--- config.mk ---
export PLATFORM = sky130hd
export DESIGN_NAME = mac_ci
export DESIGN_NICKNAME = d
export VERILOG_FILES = /design/src/rtl/mac_ci_pkg.sv /design/src/rtl/mac_ci_mul_pipe.sv /design/src/rtl/mac_ci.sv
export SDC_FILE = /design/constraint.sdc
export NUM_CORES = 2
export LEC_CHECK = 0
export ABC_AREA = 1
export CORE_ASPECT_RATIO = 0.75
export CORE_MARGIN = 2
export CORE_UTILIZATION = 45
export DETAILED_ROUTE_END_ITERATION = 10
export PLACE_DENSITY = 0.66
export SKIP_CTS_REPAIR_TIMING = 1
export SLEW_MARGIN = 40
export SYNTH_ARGS = -nofsm -noshare
export SYNTH_HDL_FRONTEND = slang
export SYNTH_SLANG_ARGS = --single-unit
--- constraint.sdc ---
create_clock -name clk -period 10.1 [get_ports clk]
set_clock_uncertainty 0.2 [all_clocks]
set_input_delay 2.02 -clock clk [delete_from_list [all_inputs] [get_ports clk]]
set_output_delay 2.02 -clock clk [all_outputs]
set_load 0.01 [all_outputs]
--- src/rtl/mac_ci_pkg.sv ---
// Shared opcodes, FSM encoding and saturation limits for the MAC custom instruction.
// Latency: n/a (definitions only). Backpressure: n/a.
package mac_ci_pkg;

    localparam int ACC_W = 64;

    localparam logic [2:0] OP_CLR    = 3'd0;
    localparam logic [2:0] OP_MAC    = 3'd1;
    localparam logic [2:0] OP_RDLO   = 3'd2;
    localparam logic [2:0] OP_RDHI   = 3'd3;
    localparam logic [2:0] OP_RDSTAT = 3'd4;

    typedef enum logic [1:0] {
        ST_IDLE,
        ST_MUL,
        ST_ACC,
        ST_RESP
    } state_t;

    localparam logic [ACC_W-1:0] ACC_MAX = {1'b0, {(ACC_W-1){1'b1}}};
    localparam logic [ACC_W-1:0] ACC_MIN = {1'b1, {(ACC_W-1){1'b0}}};

endpackage

--- src/rtl/mac_ci_mul_pipe.sv ---
// Signed 32x32->64 multiplier with LAT register stages; product valid LAT enabled cycles after in_vld.
// Backpressure: none; clk_en low freezes every stage.
module mul_pipe
    import mac_ci_pkg::*;
#(
    parameter int LAT = 2
) (
    input  logic             clk,
    input  logic             reset,
    input  logic             clk_en,
    input  logic             in_vld,
    input  logic [31:0]      a,
    input  logic [31:0]      b,
    output logic             out_vld,
    output logic [ACC_W-1:0] out_dat
);

    logic [ACC_W-1:0] dat_q [LAT];
    logic [ACC_W-1:0] dat_d [LAT];
    logic [LAT-1:0]   vld_q;
    logic [LAT-1:0]   vld_d;
    logic signed [ACC_W-1:0] a_ext;
    logic signed [ACC_W-1:0] b_ext;

    always_comb begin
        // Sign-extending both operands first keeps -2^31 * -2^31 = +2^62 exact.
        a_ext = {{(ACC_W-32){a[31]}}, a};
        b_ext = {{(ACC_W-32){b[31]}}, b};
        dat_d[0] = in_vld ? ACC_W'(a_ext * b_ext) : dat_q[0];
        vld_d[0] = in_vld;
        for (int i = 1; i < LAT; i++) begin
            dat_d[i] = dat_q[i-1];
            vld_d[i] = vld_q[i-1];
        end
    end

    always_ff @(posedge clk) begin
        if (reset) begin
            dat_q <= '{default: '0};
            vld_q <= '0;
        end else if (clk_en) begin
            dat_q <= dat_d;
            vld_q <= vld_d;
        end
    end

    assign out_vld = vld_q[LAT-1];
    assign out_dat = dat_q[LAT-1];

endmodule

--- src/rtl/mac_ci.sv ---
// Nios II multi-cycle MAC custom instruction with 64-bit sticky-saturating accumulator.
// Latency: MAC MUL_LAT+2, other ops 1; start while busy is dropped, clk_en low freezes all state.
module mac_ci
    import mac_ci_pkg::*;
#(
    parameter int MUL_LAT = 2
) (
    input  logic        clk,
    input  logic        reset,
    input  logic        clk_en,
    input  logic        start,
    input  logic [2:0]  n,
    input  logic [31:0] dataa,
    input  logic [31:0] datab,
    output logic [31:0] result,
    output logic        done
);

    state_t           state_q, state_d;
    logic [2:0]       cnt_q, cnt_d;
    logic [ACC_W-1:0] acc_q, acc_d;
    logic [ACC_W-1:0] prod_q, prod_d;
    logic             sat_q, sat_d;
    logic [31:0]      result_q, result_d;
    logic             done_q, done_d;

    logic             pipe_in_vld;
    logic             pipe_vld;
    logic [ACC_W-1:0] pipe_dat;
    logic [ACC_W-1:0] sum;
    logic             ovf;
    logic [ACC_W-1:0] acc_next;

    assign pipe_in_vld = (state_q == ST_IDLE) && start && (n == OP_MAC);

    mul_pipe #(.LAT(MUL_LAT)) u_mul_pipe (
        .clk     (clk),
        .reset   (reset),
        .clk_en  (clk_en),
        .in_vld  (pipe_in_vld),
        .a       (dataa),
        .b       (datab),
        .out_vld (pipe_vld),
        .out_dat (pipe_dat)
    );

    always_comb begin
        sum      = acc_q + prod_q;
        // Overflow only possible when both addends share a sign and the sum flips it.
        ovf      = (acc_q[ACC_W-1] == prod_q[ACC_W-1]) && (sum[ACC_W-1] != acc_q[ACC_W-1]);
        acc_next = ovf ? (acc_q[ACC_W-1] ? ACC_MIN : ACC_MAX) : sum;

        state_d  = state_q;
        cnt_d    = cnt_q;
        acc_d    = acc_q;
        prod_d   = prod_q;
        sat_d    = sat_q;
        result_d = result_q;
        done_d   = 1'b0;

        case (state_q)
            ST_IDLE: begin
                if (start) begin
                    if (n == OP_MAC) begin
                        state_d = ST_MUL;
                        cnt_d   = '0;
                    end else begin
                        state_d = ST_RESP;
                        done_d  = 1'b1;
                        case (n)
                            OP_CLR: begin
                                acc_d    = '0;
                                sat_d    = 1'b0;
                                result_d = '0;
                            end
                            OP_RDLO:   result_d = acc_q[31:0];
                            OP_RDHI:   result_d = acc_q[ACC_W-1:32];
                            OP_RDSTAT: result_d = {31'b0, sat_q};
                            default:   result_d = '0;
                        endcase
                    end
                end
            end
            ST_MUL: begin
                cnt_d = cnt_q + 3'd1;
                if ((cnt_q == 3'(MUL_LAT - 1)) && pipe_vld) begin
                    prod_d  = pipe_dat;
                    state_d = ST_ACC;
                end
            end
            ST_ACC: begin
                acc_d    = acc_next;
                sat_d    = sat_q | ovf;
                result_d = acc_next[31:0];
                done_d   = 1'b1;
                state_d  = ST_RESP;
            end
            default: state_d = ST_IDLE;
        endcase
    end

    always_ff @(posedge clk) begin
        if (reset) begin
            state_q  <= ST_IDLE;
            cnt_q    <= '0;
            acc_q    <= '0;
            prod_q   <= '0;
            sat_q    <= 1'b0;
            result_q <= '0;
            done_q   <= 1'b0;
        end else if (clk_en) begin
            state_q  <= state_d;
            cnt_q    <= cnt_d;
            acc_q    <= acc_d;
            prod_q   <= prod_d;
            sat_q    <= sat_d;
            result_q <= result_d;
            done_q   <= done_d;
        end
    end

    assign result = result_q;
    assign done   = done_q;

endmodule

==> impl_metrics.prom <==
# TYPE chip_impl_metric gauge
chip_impl_metric{name="syn-cell-area",unit="um2"} 55300
chip_impl_metric{name="clkTransAtPathRegs",unit="ps"} 70
chip_impl_metric{name="antenna_cells_inserted",unit=""} 0
chip_impl_metric{name="synthesis.nets",unit=""} 8978
chip_impl_metric{name="maxClockFrequency",unit="MHz"} 102
chip_impl_info{name="worst_setup_path_endpoint",value="u_mul_pipe.dat_d[58]$_SDFFE_PP0P_"} 1
chip_impl_info{name="worst_setup_path_start_kind",value="input pin"} 1
chip_impl_metric{name="cts-htree-levels",unit=""} 2
chip_impl_info{name="critical-path-top-cell-by-count",value="fa_1"} 1
chip_impl_metric{name="synth.yosys.warnings",unit=""} 0
chip_impl_info{name="slowest_stage",value="clkdlybuf4s50_1"} 1
chip_impl_info{name="regToRegEndpoint",value="acc_q[22]$_SDFFE_PP0P_"} 1
chip_impl_info{name="timing_worst_setup_path_type",value="in2reg"} 1
chip_impl_metric{name="rows",unit=""} 111
chip_impl_metric{name="yosys.cell_types.count",unit=""} 44
chip_impl_metric{name="timing.reg2reg.worst_path_depth",unit=""} 14
chip_impl_info{name="worst_hold_path_type",value="reg2reg"} 1
chip_impl_metric{name="drt_wl_total",unit="um"} 178000
chip_impl_metric{name="yosys_register_bits",unit=""} 297
chip_impl_metric{name="timing.max_cap.violations",unit=""} 0
chip_impl_metric{name="grt_use_total",unit=""} 0.289
chip_impl_metric{name="drc_errors",unit=""} 0
chip_impl_metric{name="via_count",unit=""} 47500
chip_impl_metric{name="overflow",unit=""} 0
chip_impl_metric{name="final_nets",unit=""} 8999
chip_impl_metric{name="synth-async-reset-ratio",unit=""} 0
chip_impl_metric{name="syn-instance-count",unit=""} 7571
chip_impl_metric{name="number_of_global_route_vias_before_repair",unit=""} 48900
chip_impl_metric{name="r2r_setup_slk",unit="ps"} 5650
chip_impl_info{name="setup.worst_path.start",value="dataa[9]"} 1
chip_impl_metric{name="drt-vias-per-instance",unit=""} 5.13
chip_impl_info{name="tritoncts",value="done"} 1
chip_impl_metric{name="grt_antenna_before_repair",unit=""} 1
chip_impl_metric{name="port_buffers",unit=""} 103
chip_impl_metric{name="worstPathArrival",unit="ps"} 10040
chip_impl_metric{name="initial_core_util",unit=""} 0.453
chip_impl_metric{name="area_growth",unit="%"} 9.13
chip_impl_metric{name="ctsLongestPathBuffers",unit=""} 3
chip_impl_metric{name="vertical_die_dimension",unit="um"} 308
chip_impl_metric{name="cp_data_required_time",unit="ps"} 10340
chip_impl_metric{name="hold-path-cell-count",unit=""} 2
chip_impl_metric{name="yosysSeqAreaShare",unit=""} 0.108
chip_impl_metric{name="cts_made_buffers",unit=""} 35
chip_impl_info{name="timing.critical_path.to_type",value="flip-flop"} 1
chip_impl_metric{name="die_area",unit="um2"} 126000
chip_impl_metric{name="routabilityCongestion",unit=""} 1.01
chip_impl_metric{name="final.period_utilization",unit=""} 0.970
chip_impl_metric{name="clock_insertion_delay_worst_skew",unit="ps"} 560
chip_impl_metric{name="syn-mean-instance-area",unit="um2"} 7.30
chip_impl_metric{name="drt.antenna.violating_nets",unit=""} 0
chip_impl_metric{name="drive_gt1_frac",unit=""} 0.0446
chip_impl_metric{name="finalSetupViolCount",unit=""} 0
chip_impl_info{name="outcome",value="completed"} 1
chip_impl_metric{name="timing_max_transition_violations_final",unit=""} 0
chip_impl_metric{name="sequential_cell_area",unit="um2"} 5950
chip_impl_metric{name="crit_path_max_fanout",unit=""} 13
chip_impl_metric{name="max-slew-margin-rel",unit=""} 0.369
chip_impl_info{name="rsz0062_at_grt",value="false"} 1
chip_impl_metric{name="wl_per_cell",unit="um"} 19.2
chip_impl_metric{name="timing.final.crit_period",unit="ps"} 9800
chip_impl_info{name="ctsRootBufferMaster",value="clkbuf_16"} 1
chip_impl_metric{name="synth_enable_flop_cells",unit=""} 0
chip_impl_metric{name="drt_first_iter_violations",unit=""} 4790
chip_impl_metric{name="maximum_number_of_pins_on_one_net_before_global_route_repair",unit=""} 113
chip_impl_metric{name="num_io_pins",unit=""} 104
chip_impl_metric{name="core_area",unit="um2"} 122000
chip_impl_metric{name="finalHoldViolations",unit=""} 0
chip_impl_metric{name="area_occupied_by_multi_input_gates",unit="um2"} 40600
chip_impl_metric{name="detail_placement_hpwl",unit="um"} 147000
chip_impl_metric{name="worst_setup_slack_final",unit="ps"} 298
chip_impl_metric{name="grt_first_pass_wirelength",unit="um"} 283000
chip_impl_metric{name="clock_sinks",unit=""} 297
chip_impl_metric{name="slowest_delay",unit="ps"} 930
chip_impl_info{name="ys_dominant_reg_cell",value="dfxtp_1"} 1
chip_impl_metric{name="dp_slack",unit="ps"} -152
chip_impl_metric{name="n_fill_cell",unit=""} 12100
chip_impl_metric{name="chipWidth",unit="um"} 409
chip_impl_metric{name="timing_worst_slew_pin_value",unit="ps"} 937
chip_impl_info{name="critical_path.reg2reg.startpoint",value="acc_q[38]$_SDFFE_PP0P_"} 1
chip_impl_metric{name="drt_pass1_iterations",unit=""} 6
## how the worst min path moves through the flow
stage	start	slack [ps]	to
final	u_mul_pipe.out_dat[52]$_SDFFE_PP0P_	250	prod_q[52]$_SDFFE_PP0P_
after floorplan	sat_q$_SDFFE_PP0P_	240	sat_q$_SDFFE_PP0P_
after detailed placement	sat_q$_SDFFE_PP0P_	260	sat_q$_SDFFE_PP0P_
after global routing	sat_q$_SDFFE_PP0P_	290	sat_q$_SDFFE_PP0P_
after global placement	sat_q$_SDFFE_PP0P_	250	sat_q$_SDFFE_PP0P_
after CTS	u_mul_pipe.out_dat[52]$_SDFFE_PP0P_	260	prod_q[52]$_SDFFE_PP0P_
## registers in the layout (all words and copies together) (netlist names)
register            flops
u_mul_pipe.dat_d       64
u_mul_pipe.vld_q        2
prod_q                 64
sat_q                   1
acc_q                  64
cnt_q                   3
result                 32
u_mul_pipe.out_dat     64
state_q                 2
done                    1
## critical path: cells and delay by family
family                     cells  cell delay, ps
adders and majority gates      9            4330
buffers and inverters          7            1660
AOI/OAI and AO/OA              4            1360
and+or+nand+nor                6             620
## metal layers
layer  up-vias  routed length [um]  GRT usage
li1      21900                   -          -
met1     23400               84400      0.447
met2      1938               73300      0.426
met3       199               17200     0.0524
met4         2                2830     0.0442
met5         -                  20          0
## cell usage in the layout (no fill, tap or decap), types with 35 or more instances in the layout
| master | synthesis | routed |
|---|---|---|
| inv_1 | 2019 | 2016 |
| nand2_1 | 1893 | 1893 |
| fa_1 | 1083 | 1083 |
| nor2_1 | 609 | 608 |
| o21ai_0 | 326 | 326 |
| dfxtp_1 | 297 | 297 |
| a21oi_1 | 254 | 254 |
| ha_1 | 253 | 253 |
| nand3_1 | 159 | 157 |
| buf_4 | 9 | 135 |
| clkdlybuf4s50_1 | 0 | 101 |
| xor2_1 | 57 | 57 |
| nand4_1 | 47 | 47 |
| buf_12 | 0 | 45 |
| clkbuf_16 | 0 | 35 |
## cell usage after synthesis, types with 15 or more instances
cell type	number	area [um2]
o21bai_1	23	173
o21ai_1	30	150
inv_2	16	60.1
nor2_1	609	2290
fa_1	1083	21700
o21ai_0	326	1630
nor3_1	23	115
nand4_1	47	294
xnor2_1	15	131
clkbuf_1	284	1070
a21oi_2	32	280
inv_1	2019	7580
dfxtp_1	297	5950
ha_1	253	3170
a21oi_1	254	1270
nand2_1	1893	7110
xor2_1	57	499
o22ai_1	32	200
nand3_1	159	796
## logic make-up (layout without fill, tap and decap cells)
| group | Yosys count | in the layout | share of synthesized area |
|---|---|---|---|
| and+or+nand+nor | 2798 | 2798 | 0.201 |
| buffers and inverters | 2338 | 2382 | 0.160 |
| adders and majority gates | 1336 | 1336 | 0.449 |
| AOI/OAI and AO/OA | 730 | 730 | 0.0713 |
| DFF | 297 | 297 | 0.108 |
| xor gates and xnor gates | 72 | 72 | 0.0114 |
## metrics by stage
stage | setup TNS [ps] | instance area, um2 | cells | util | hold slack (ps)
2_1_floorplan | 0 | 55300 | 7571 | - | 237
3_3_place_gp | -441 | 59100 | 9193 | 0.484 | 251
3_5_place_dp | -286 | 59200 | 9193 | 0.485 | 257
4_1_cts | 0 | 60300 | 9253 | 0.494 | 264
5_1_grt | 0 | 60300 | 9253 | 0.494 | 287
6_report | 0 | 60300 | 9253 | 0.494 | 252
## final cells by class
type | count | area share
inverters | 2037 | 0.127
flip-flops and latches | 297 | 0.0985
repair buffers | 285 | 0.0491
well taps | 1638 | 0.0340
multi-input cells | 4936 | 0.672
clock buffers | 44 | 0.0159
clock inverters | 16 | 0.00371
Power is left out: the tool's default activity adds up to more than one toggle a clock period on the data nets, which glitch-free logic cannot reach.
